File: src/rtl/riscv_dual_mem_model_pkg.sv
// Shared definitions for the dual-port RISC-V memory model.
//   - mem_state_e : per-port handshake state (idle / waiting / responding)
//   - MEM_CNT_W   : wait-state counter width (supports 0..15 wait cycles)
//   - be_merge()  : byte-lane merge of store data into an existing word
// be_merge() works on a fixed maximum width so that any data width up to
// MEM_MAX_DW bits can use it through zero-extension and truncation.
package riscv_mem_pkg;

    typedef enum logic [1:0] {
        MEM_IDLE = 2'd0,
        MEM_WAIT = 2'd1,
        MEM_RESP = 2'd2
    } mem_state_e;

    localparam int MEM_CNT_W  = 4;
    localparam int MEM_MAX_DW = 128;
    localparam int MEM_MAX_BE = MEM_MAX_DW / 8;

    // Byte lane i of the result comes from new_w when be[i] is set, else from old_w.
    function automatic logic [MEM_MAX_DW-1:0] be_merge(
        input logic [MEM_MAX_DW-1:0] old_w,
        input logic [MEM_MAX_DW-1:0] new_w,
        input logic [MEM_MAX_BE-1:0] be
    );
        logic [MEM_MAX_DW-1:0] res;
        res = old_w;
        for (int i = 0; i < MEM_MAX_BE; i++) begin
            if (be[i]) begin
                res[8*i +: 8] = new_w[8*i +: 8];
            end else begin
                res[8*i +: 8] = old_w[8*i +: 8];
            end
        end
        return res;
    endfunction

endpackage

File: src/rtl/riscv_dual_mem_model_port_fsm.sv
// Request/grant/response handshake controller for one memory port.
//   clk_i, rst_ni : clock, asynchronous active-low reset
//   req_i         : request from the core
//   gnt_o         : port can accept a request this cycle (IDLE or RESP)
//   accept_o      : req_i & gnt_o, the array-side capture strobe
//   rvalid_o      : one-cycle response pulse, P_WAIT+1 cycles after acceptance
module mem_port_fsm
    import riscv_mem_pkg::*;
#(
    parameter int P_WAIT = 0
) (
    input  logic clk_i,
    input  logic rst_ni,
    input  logic req_i,
    output logic gnt_o,
    output logic accept_o,
    output logic rvalid_o
);

    localparam logic [MEM_CNT_W-1:0] WAIT_LOAD = MEM_CNT_W'(P_WAIT);
    localparam logic [MEM_CNT_W-1:0] CNT_ONE   = MEM_CNT_W'(1);
    localparam logic [MEM_CNT_W-1:0] CNT_ZERO  = MEM_CNT_W'(0);
    localparam bit                   HAS_WAIT  = (P_WAIT > 0);

    mem_state_e           state_q;
    logic [MEM_CNT_W-1:0] cnt_q;
    logic                 gnt_q;
    logic                 rvalid_q;

    assign accept_o = req_i & gnt_q;
    assign gnt_o    = gnt_q;
    assign rvalid_o = rvalid_q;

    // State, wait counter and registered gnt/rvalid; gnt/rvalid are computed
    // from the state being entered so they line up with it.
    always_ff @(posedge clk_i or negedge rst_ni) begin
        if (!rst_ni) begin
            state_q  <= MEM_IDLE;
            cnt_q    <= CNT_ZERO;
            gnt_q    <= 1'b1;
            rvalid_q <= 1'b0;
        end else begin
            case (state_q)
                MEM_IDLE, MEM_RESP: begin
                    if (accept_o) begin
                        cnt_q <= WAIT_LOAD;
                        if (HAS_WAIT) begin
                            state_q  <= MEM_WAIT;
                            gnt_q    <= 1'b0;
                            rvalid_q <= 1'b0;
                        end else begin
                            state_q  <= MEM_RESP;
                            gnt_q    <= 1'b1;
                            rvalid_q <= 1'b1;
                        end
                    end else begin
                        state_q  <= MEM_IDLE;
                        cnt_q    <= CNT_ZERO;
                        gnt_q    <= 1'b1;
                        rvalid_q <= 1'b0;
                    end
                end
                MEM_WAIT: begin
                    // Leave on the cycle the counter shows 1; <= also recovers
                    // from a counter that is unexpectedly zero.
                    if (cnt_q <= CNT_ONE) begin
                        state_q  <= MEM_RESP;
                        cnt_q    <= CNT_ZERO;
                        gnt_q    <= 1'b1;
                        rvalid_q <= 1'b1;
                    end else begin
                        state_q  <= MEM_WAIT;
                        cnt_q    <= cnt_q - CNT_ONE;
                        gnt_q    <= 1'b0;
                        rvalid_q <= 1'b0;
                    end
                end
                default: begin
                    state_q  <= MEM_IDLE;
                    cnt_q    <= CNT_ZERO;
                    gnt_q    <= 1'b1;
                    rvalid_q <= 1'b0;
                end
            endcase
        end
    end

endmodule

File: config.mk
export PLATFORM = sky130hd
export DESIGN_NAME = mem_port_fsm
export DESIGN_NICKNAME = d
export VERILOG_FILES = /design/src/rtl/riscv_dual_mem_model_pkg.sv /design/src/rtl/riscv_dual_mem_model_port_fsm.sv
export SDC_FILE = /design/constraint.sdc
export NUM_CORES = 1
export LEC_CHECK = 0
export BUFFER_PORTS_ARGS = -buffer_cell sky130_fd_sc_hd__clkbuf_2
export CORE_AREA = 4 4 41 43
export CTS_BUF_LIST = sky130_fd_sc_hd__clkbuf_8
export DETAILED_ROUTE_END_ITERATION = 8
export DIE_AREA = 0 0 45 47
export GPL_ROUTABILITY_DRIVEN = 0
export PLACE_DENSITY = 0.38
export SKIP_CTS_REPAIR_TIMING = 1
export SLEW_MARGIN = 25
export SYNTH_ARGS = -nofsm -noshare
export SYNTH_HDL_FRONTEND = slang
export SYNTH_SLANG_ARGS = --single-unit
File: constraint.sdc
create_clock -name clk_i -period 2 [get_ports clk_i]
set_input_delay 0.2 -clock clk_i [delete_from_list [all_inputs] [get_ports clk_i]]
set_output_delay 0.2 -clock clk_i [all_outputs]
set_load 0.1 [all_outputs]
Yosys cells after proc, flatten, opt, wreduce, memory -nomap -nowiden
Cells that the tools add are included.
{ "totals": {"out_inout_bits": 3, "in_bits": 3, "regBits": 8} }
{ "op_classes": {"order_cmp": 1, "mux": 9, "eq_ne": 2, "n_addsub": 1, "n_reduce_logical": 2, "bitwise_logic": 1} }
{ "ops": {"columns": ["op", "n"], "rows": [
  ["$mux 4", 2],
  ["$le 4x1->1 const B", 1],
  ["$mux 2", 2],
  ["$pmux 2 s2", 1],
  ["$sub 4x1->4 const B", 1],
  ["$mux 1", 3],
  ["$eq 2x1->1 const B", 1],
  ["$eq 2x2->1 const B", 1],
  ["$logic_not 2->1", 1],
  ["$pmux 1 s2", 1],
  ["$reduce_or 2->1", 1],
  ["$and 1x1->1", 1]
]} }

Depth between registers and ports, before layout
Gate-level depths: netlist (run 1).
{ "depth": {"word_depth": 3, "depth_mapped": 5, "mapped_depth_nobuf": 5} }

Worst setup path after synthesis (run 1)
No wires, ideal clock.
{ "synth_timing": {"kind": "register -> register", "startpoint": "register gnt_q, in the netlist gnt_o", "endpoint": "register rvalid_q, in the netlist rvalid_o", "required_ns": 1.930, "t_arrival_ns": 1.970, "stages_incl_launch_ff": 3, "path_slack_ns": -0.040, "path_cell_list": "dfstp_2 -> and2_1 -> mux2_2"} }
{ "synth_via": {"elab_chain_cells": 3} }
{ "synth_rtl": {"columns": ["item", "line", "source"], "rows": [
  ["start: declaration", "riscv_dual_mem_model_port_fsm.sv:27", "logic gnt_q;"],
  ["start signal: assignment", "riscv_dual_mem_model_port_fsm.sv:40", "gnt_q <= 1'b1;"],
  ["start signal: assignment", "riscv_dual_mem_model_port_fsm.sv:49", "gnt_q <= 1'b0;"],
  ["start signal: assignment", "riscv_dual_mem_model_port_fsm.sv:53", "gnt_q <= 1'b1;"],
  ["$and 1x1->1", "riscv_dual_mem_model_port_fsm.sv:30", "assign accept_o = req_i & gnt_q;"],
  ["net accept_o", "riscv_dual_mem_model_port_fsm.sv:16", "output logic accept_o,"],
  ["$mux 1", "riscv_dual_mem_model_port_fsm.sv:45", "if (accept_o) begin"],
  ["$pmux 1 s2", "riscv_dual_mem_model_port_fsm.sv:43", "case (state_q)"],
  ["end signal: assignment", "riscv_dual_mem_model_port_fsm.sv:41", "rvalid_q <= 1'b0;"],
  ["end signal: assignment", "riscv_dual_mem_model_port_fsm.sv:50", "rvalid_q <= 1'b0;"],
  ["end signal: assignment", "riscv_dual_mem_model_port_fsm.sv:54", "rvalid_q <= 1'b1;"],
  ["end: declaration", "riscv_dual_mem_model_port_fsm.sv:28", "logic rvalid_q;"]
]} }
The timed path passes the listed nets, and every way through them passes these cells.

Worst setup path in the final report (run 1)
{ "layout_timing": {"startpoint": "register gnt_q, in the netlist gnt_o", "endpoint": "output port accept_o"} }
{ "layout_via": {"elab_chain_cells": 1} }
{ "layout_rtl": {"columns": ["item", "line"], "rows": [
  ["$and 1x1->1", "riscv_dual_mem_model_port_fsm.sv:30"],
  ["end: declaration", "riscv_dual_mem_model_port_fsm.sv:16"]
]} }
Every way passes these cells.

==> metrics, run 1 <==
met2 wire len=between 200 and 250 µm; Crit Path Class=reg2out; delay-heaviest family, CP=flip-flops; minimum clock period=roughly 1.5 ns; post-DR wirelength/cell=approximately 11 µm; warnings from Yosys=0; antenna violations before repair=0; mapped cell area=approximately 310 µm²; wl on met1=237 µm; flop and latch count out of synthesis=7; Slew Limit Fails=0; CP Data Required Time=between 1.5 and 2 ns; largest net degree at the start of global routing=8; Die X-Extent=about 45 µm; Crit-path slowest cell=dfstp_2; Placed Area=around 360 µm²; critical path startpoint category=flop; Util after Layout=between 30% and 40%; post-synthesis sequential area ratio=a little under three fifths; most frequent cells in the layout=dfrtp_1, inv_1, nor2_1, clkbuf_2, clkbuf_8; initial core utilization=24.0%; vias in the first global route=207; Final Skew=between 0.002 and 0.0025 ns; # setup viols final=0; max-cap viol count=0; post-route setup TNS=0 ns; Hold Path Class=in2async; crit path cell chain=and2_2, clkbuf_2; Vias/cell=~4.1; die footprint=~2100 µm²; CTS tree=done; Avg Cell Area, Syn=12.5 µm²; CTS Sinks=7; most common cell after layout, fill and taps aside=dfrtp_1; FF/Latch Area=about 180 µm²; chip height=approximately 47 µm; I/O pin count=6; htree depth=1; Fin. Hold Viols=0; Clock Path Buffers=2; DR top layer=met4; Critical Path Max Stage Delay=0.51 ns; Vias=204; Synth area leader=dfrtp_1; # fillers=147; Syn Nets=30; Total GRT Usage=under 10%; status=finished clean; CTS root buf=clkbuf_8; crit-path max FO=2; Tightest Pin Transition=approximately 0.54 ns; P&R area growth vs syn=32.0%; post-route ant nets=0; RSZ-0062 raised after global routing=false; Core Region=1300 µm²; Num CTS Buffers=3; clock-pin slew on the worst setup and hold paths=roughly 0.040 ns; final wirelength=around 530 µm; DRC=0; Final #Nets=between 40 and 50; layout cells sized above 1=37.1%; number of violations reported at the end of detailed-routing iteration 0=0; period utilization=between 70 and 80%; ANT cells=0; Worst Path Arrival=around 1.3 ns; unique cell type count in the Yosys netlist=11; P per Cell Area=~900 nW/µm²; PortBufs=5; Worst IR Drop VDD=approximately 0.35 mV; crit path buf inv count=1; Fmax=~650 MHz; first-pass GRT wire length=986 µm; Pre-antenna DRT Iters=1; Mapped Cells=25; worst skew pair latency=approximately 0.23 ns; relative slew slack=63.9%; endpoint type of the worst setup path=output port; design area=about 410 µm²; Overflow after GRT=0; top cells by area, synth=dfrtp_1, dfstp_2, o311ai_4; FP Rows=13; Leakage=about 0.2 nW; met3 wire len=around 64 µm; Synth top area share=between 40% and 50%; area of the multi-input gates=approximately 120 µm²
==> worst reg2reg max path, stage by stage, from the launching register on <==
cell	delay (ns)
dfrtp_1	0.39
inv_1	0.06
ha_1	0.22
nor2_1	0.23
nor4_1	0.07
mux2_2	0.26
==> area by class of cell <==
class	instances	share of cell area (%)
inverter	4	3.64
multi-input combinational	14	29.7
clock inverter	1	0.909
timing repair buffer	6	8.48
clock buffer	3	10.0
sequential	7	42.7
tap	15	4.55
==> per-stage QoR <==
step	power [mW]	setup WS, ns	hold WS, ns	instances
finish	0.366	0.465	0.352	50
global route	0.385	0.430	0.356	50
CTS	0.373	0.451	-0.195	49
detailed placement	0.172	0.642	0.0504	45
global placement	0.172	0.630	0.0461	45
floorplan	0.165	0.276	-0.0956	25
==> state kept, by name (all words and copies together), names as in the netlist <==
signal,count
cnt_q,4
rvalid_o,1
state_q,1
gnt_o,1
==> cells in the mapped netlist <==
cell type  n
mux2_2     1
ha_1       2
dfrtp_1    6
xnor2_1    2
nor2_1     5
dfstp_2    1
o311ai_4   1
inv_1      4
nor3_2     1
nor4_1     1
and2_1     1
==> layer usage <==
layer  vias to the layer above  GRT usage, %
li1                         99             -
met1                        93          7.39
met2                         8          9.32
met3                         4          6.51
met4                         0          8.77
met5                         -             0
==> report_power, final <==
group	leakage, nW	total, mW	internal [mW]	switching, mW
clock	0.0269	0.195	0.133	0.0618
combinational	0.0857	0.0272	0.00590	0.0213
sequential	0.0921	0.144	0.143	0.000743
total	0.205	0.366	0.282	0.0839
==> cells by family after synthesis <==
logic type	count (synthesis)	share of synthesized area (%)
AO/OA/AOI/OAI	1	8.40
XOR/XNOR	2	5.60
adder cells (fa/ha/maj)	2	8.00
buffers and inverters	4	4.80
flip-flops	7	56.4
multiplexers	1	3.60
AND/OR/NAND/NOR	8	13.2
==> worst paths after layout <==
path | from | end | slack (ns) | cells past startpoint
setup / recovery | gnt_o | accept_o | 0.46 | 2
hold / removal | rst_ni | rvalid_o | 0.35 | 2
setup reg to reg | cnt_q[0] | rvalid_o | 0.66 | 5
hold reg to reg | cnt_q[0] | cnt_q[0] | 0.50 | 1
max in group asynchronous | rst_ni | gnt_o | 1.41 | 2
min in group clk_i | req_i | rvalid_o | 0.35 | 3
No activity file was read; power rests on OpenSTA's default activity.
==> run 2: changes to the inputs <==
Settings changed: PLACE_DENSITY 0.38 to 0.4.
Clock period 2 ns to 1.3 ns, I/O delays scaled along.
==> run 2 against run 1 <==
  * Setup slack worse by 0.46 ns
  * Final area is 28% higher
  * Via count increased by 11%
  * Sequential share of layout area fell by 8.4 points
==> metrics, run 2 (same netlist as run 1, synthesis figures left out) <==
status=finished clean; Slew Limit Fails=0 (unchanged); Die X-Extent=45 µm (unchanged); I/O pin count=6 (unchanged); pre-CTS setup slack=-0.0752 ns (-0.717 ns); clock-pin slew on the worst setup and hold paths=0.04 ns (about the same); largest net degree at the start of global routing=8 (unchanged); worst setup margin=0.000565 ns (-0.464 ns); post-route setup TNS=0 ns (unchanged); FP Rows=13 (unchanged); most frequent cells in the layout=buf_4, dfrtp_1, nor2_1; Net Sw Frac=22.1% (-0.81 points); chip height=47 µm (unchanged); Final #Nets=47 (+15%); Vias=227 (+11%); Psw=0.125 mW (+49%); crit-path max FO=6 (+4); Leakage=0.250 nW (+22%); CTS Sinks=7 (unchanged); Crit Path Class=reg2reg; CTS tree=done; minimum clock period=about 1.3 ns; Reg power frac=39.2% (-0.2 points); PortBufs=5 (unchanged); Worst IR Drop VDD=0.444 mV (+28%); Worst Path Arrival=1.39 ns (+0.05 ns); endpoint type of the worst setup path=flop; Pre-antenna DRT Iters=2 (+1); WHS=0.283 ns (-0.0689 ns); post-DR wirelength/cell=10.9 µm (+2.7%); clock group share of total power=52.0% (-1.2 points); Final Skew=0.000337 ns (-0.00205 ns); CP Data Required Time=1.39 ns (-0.41 ns); final wirelength=613 µm (+15%); post-route ant nets=0 (unchanged); relative slew slack=76.9% (+13 points); htree depth=1 (unchanged); Util after Layout=40.7% (+8.9 points); initial core utilization=24.0% (unchanged); layout cells sized above 1=61.0% (+24 points); number of violations reported at the end of detailed-routing iteration 0=2 (+2); Total GRT Usage=6.61% (-1.1 points); Core Region=1300 µm² (unchanged); Vias/cell=4.05 (-0.65%); Num CTS Buffers=3 (unchanged); CTS root buf=clkbuf_8; antenna violations before repair=0 (unchanged); Overflow after GRT=0 (unchanged); die footprint=2120 µm² (unchanged); Most flops, register=cnt_q; critical path startpoint category=flop; Tightest Pin Transition=0.346 ns (-0.197 ns); DRC=0 (unchanged); Fmax=770 MHz; RSZ-0062 raised after global routing=true; HPWL after DPL=around 460 µm; Clock Path Buffers=2 (unchanged); max-cap viol count=0 (unchanged); ANT cells=0 (unchanged); number of flip-flops in the largest register=4 (unchanged); Comb power frac=8.8% (+1.4 points); worst skew pair latency=0.22 ns (about the same); vias in the first global route=226 (+9.2%); first-pass GRT wire length=966 µm (-2.0%); Fin. Hold Viols=0 (unchanged); Hold Path Class=in2async; P&R area growth vs syn=69.2%; internal power=0.441 mW (+56%); most common cell after layout, fill and taps aside=buf_4; P per Cell Area=1070 nW/µm² (+21%); period utilization=100%; # setup viols final=0 (unchanged)
==> run 2: cell count changes in the layout (fill, tap and decap cells not counted), sizes merged <==
cell / before / now
buf: 0 / 9
clkbuf: 8 / 5
==> run 2: worst max-delay path, cell delays in order, from the launching register on <==
cell and delay (ns):
dfrtp_1 0.42, inv_2 0.08, ha_4 0.14, nor2_4 0.04, o311ai_4 0.37, nor2_1 0.10
==> run 2: worst paths after layout <==
kind                       startpoint  endpoint  slack [ns]  cells past startpoint
setup / recovery             cnt_q[0]  cnt_q[0]      0.0006                      5
hold / removal                 rst_ni  cnt_q[3]        0.28                      2
setup reg to reg             cnt_q[0]  cnt_q[0]      0.0006                      5
hold reg to reg            state_q[0]     gnt_o        0.55                      1
max in group asynchronous      rst_ni     gnt_o        0.78                      2
min in group clk_i              req_i  rvalid_o        0.30                      3
==> run 2: area by class of cell <==
| cell class | instances | area, µm² |
|---|---|---|
| inverter | 4 | 15.0 |
| sequential | 7 | 181 |
| clock buffer | 3 | 41.3 |
| clock inverter | 1 | 3.75 |
| timing repair buffer | 12 | 113 |
| tap | 15 | 18.8 |
| fill | 142 | 772 |
| multi-input combinational | 14 | 156 |
==> run 2: power by group through the flow <==
stage	Clock, mW	Sequential (mW)	Combinational, mW
after floorplan	0	0.237	0.0184
after global placement	0	0.225	0.0480
after global routing	0.322	0.222	0.0523
after CTS	0.303	0.222	0.0484
after detailed placement	0	0.225	0.0482
final	0.294	0.222	0.0499
==> run 2: routing by layer <==
layer | part of all wire, % | up-vias | GRT usage (%)
li1 | - | 111 | -
met1 | 43 | 110 | 6.74
met2 | 47 | 6 | 10.7
met3 | 9.1 | 0 | 2.68
met4 | 0 | 0 | 5.26
met5 | 0 | - | 0
==> run 2: metrics by stage <==
step / cell area, µm² / total power [mW] / std cells
2_1_floorplan: 320 / 0.255 / 25
3_3_place_gp: 419 / 0.273 / 48
3_5_place_dp: 419 / 0.273 / 48
4_1_cts: 464 / 0.574 / 52
5_1_grt: 529 / 0.596 / 56
6_report: 529 / 0.566 / 56
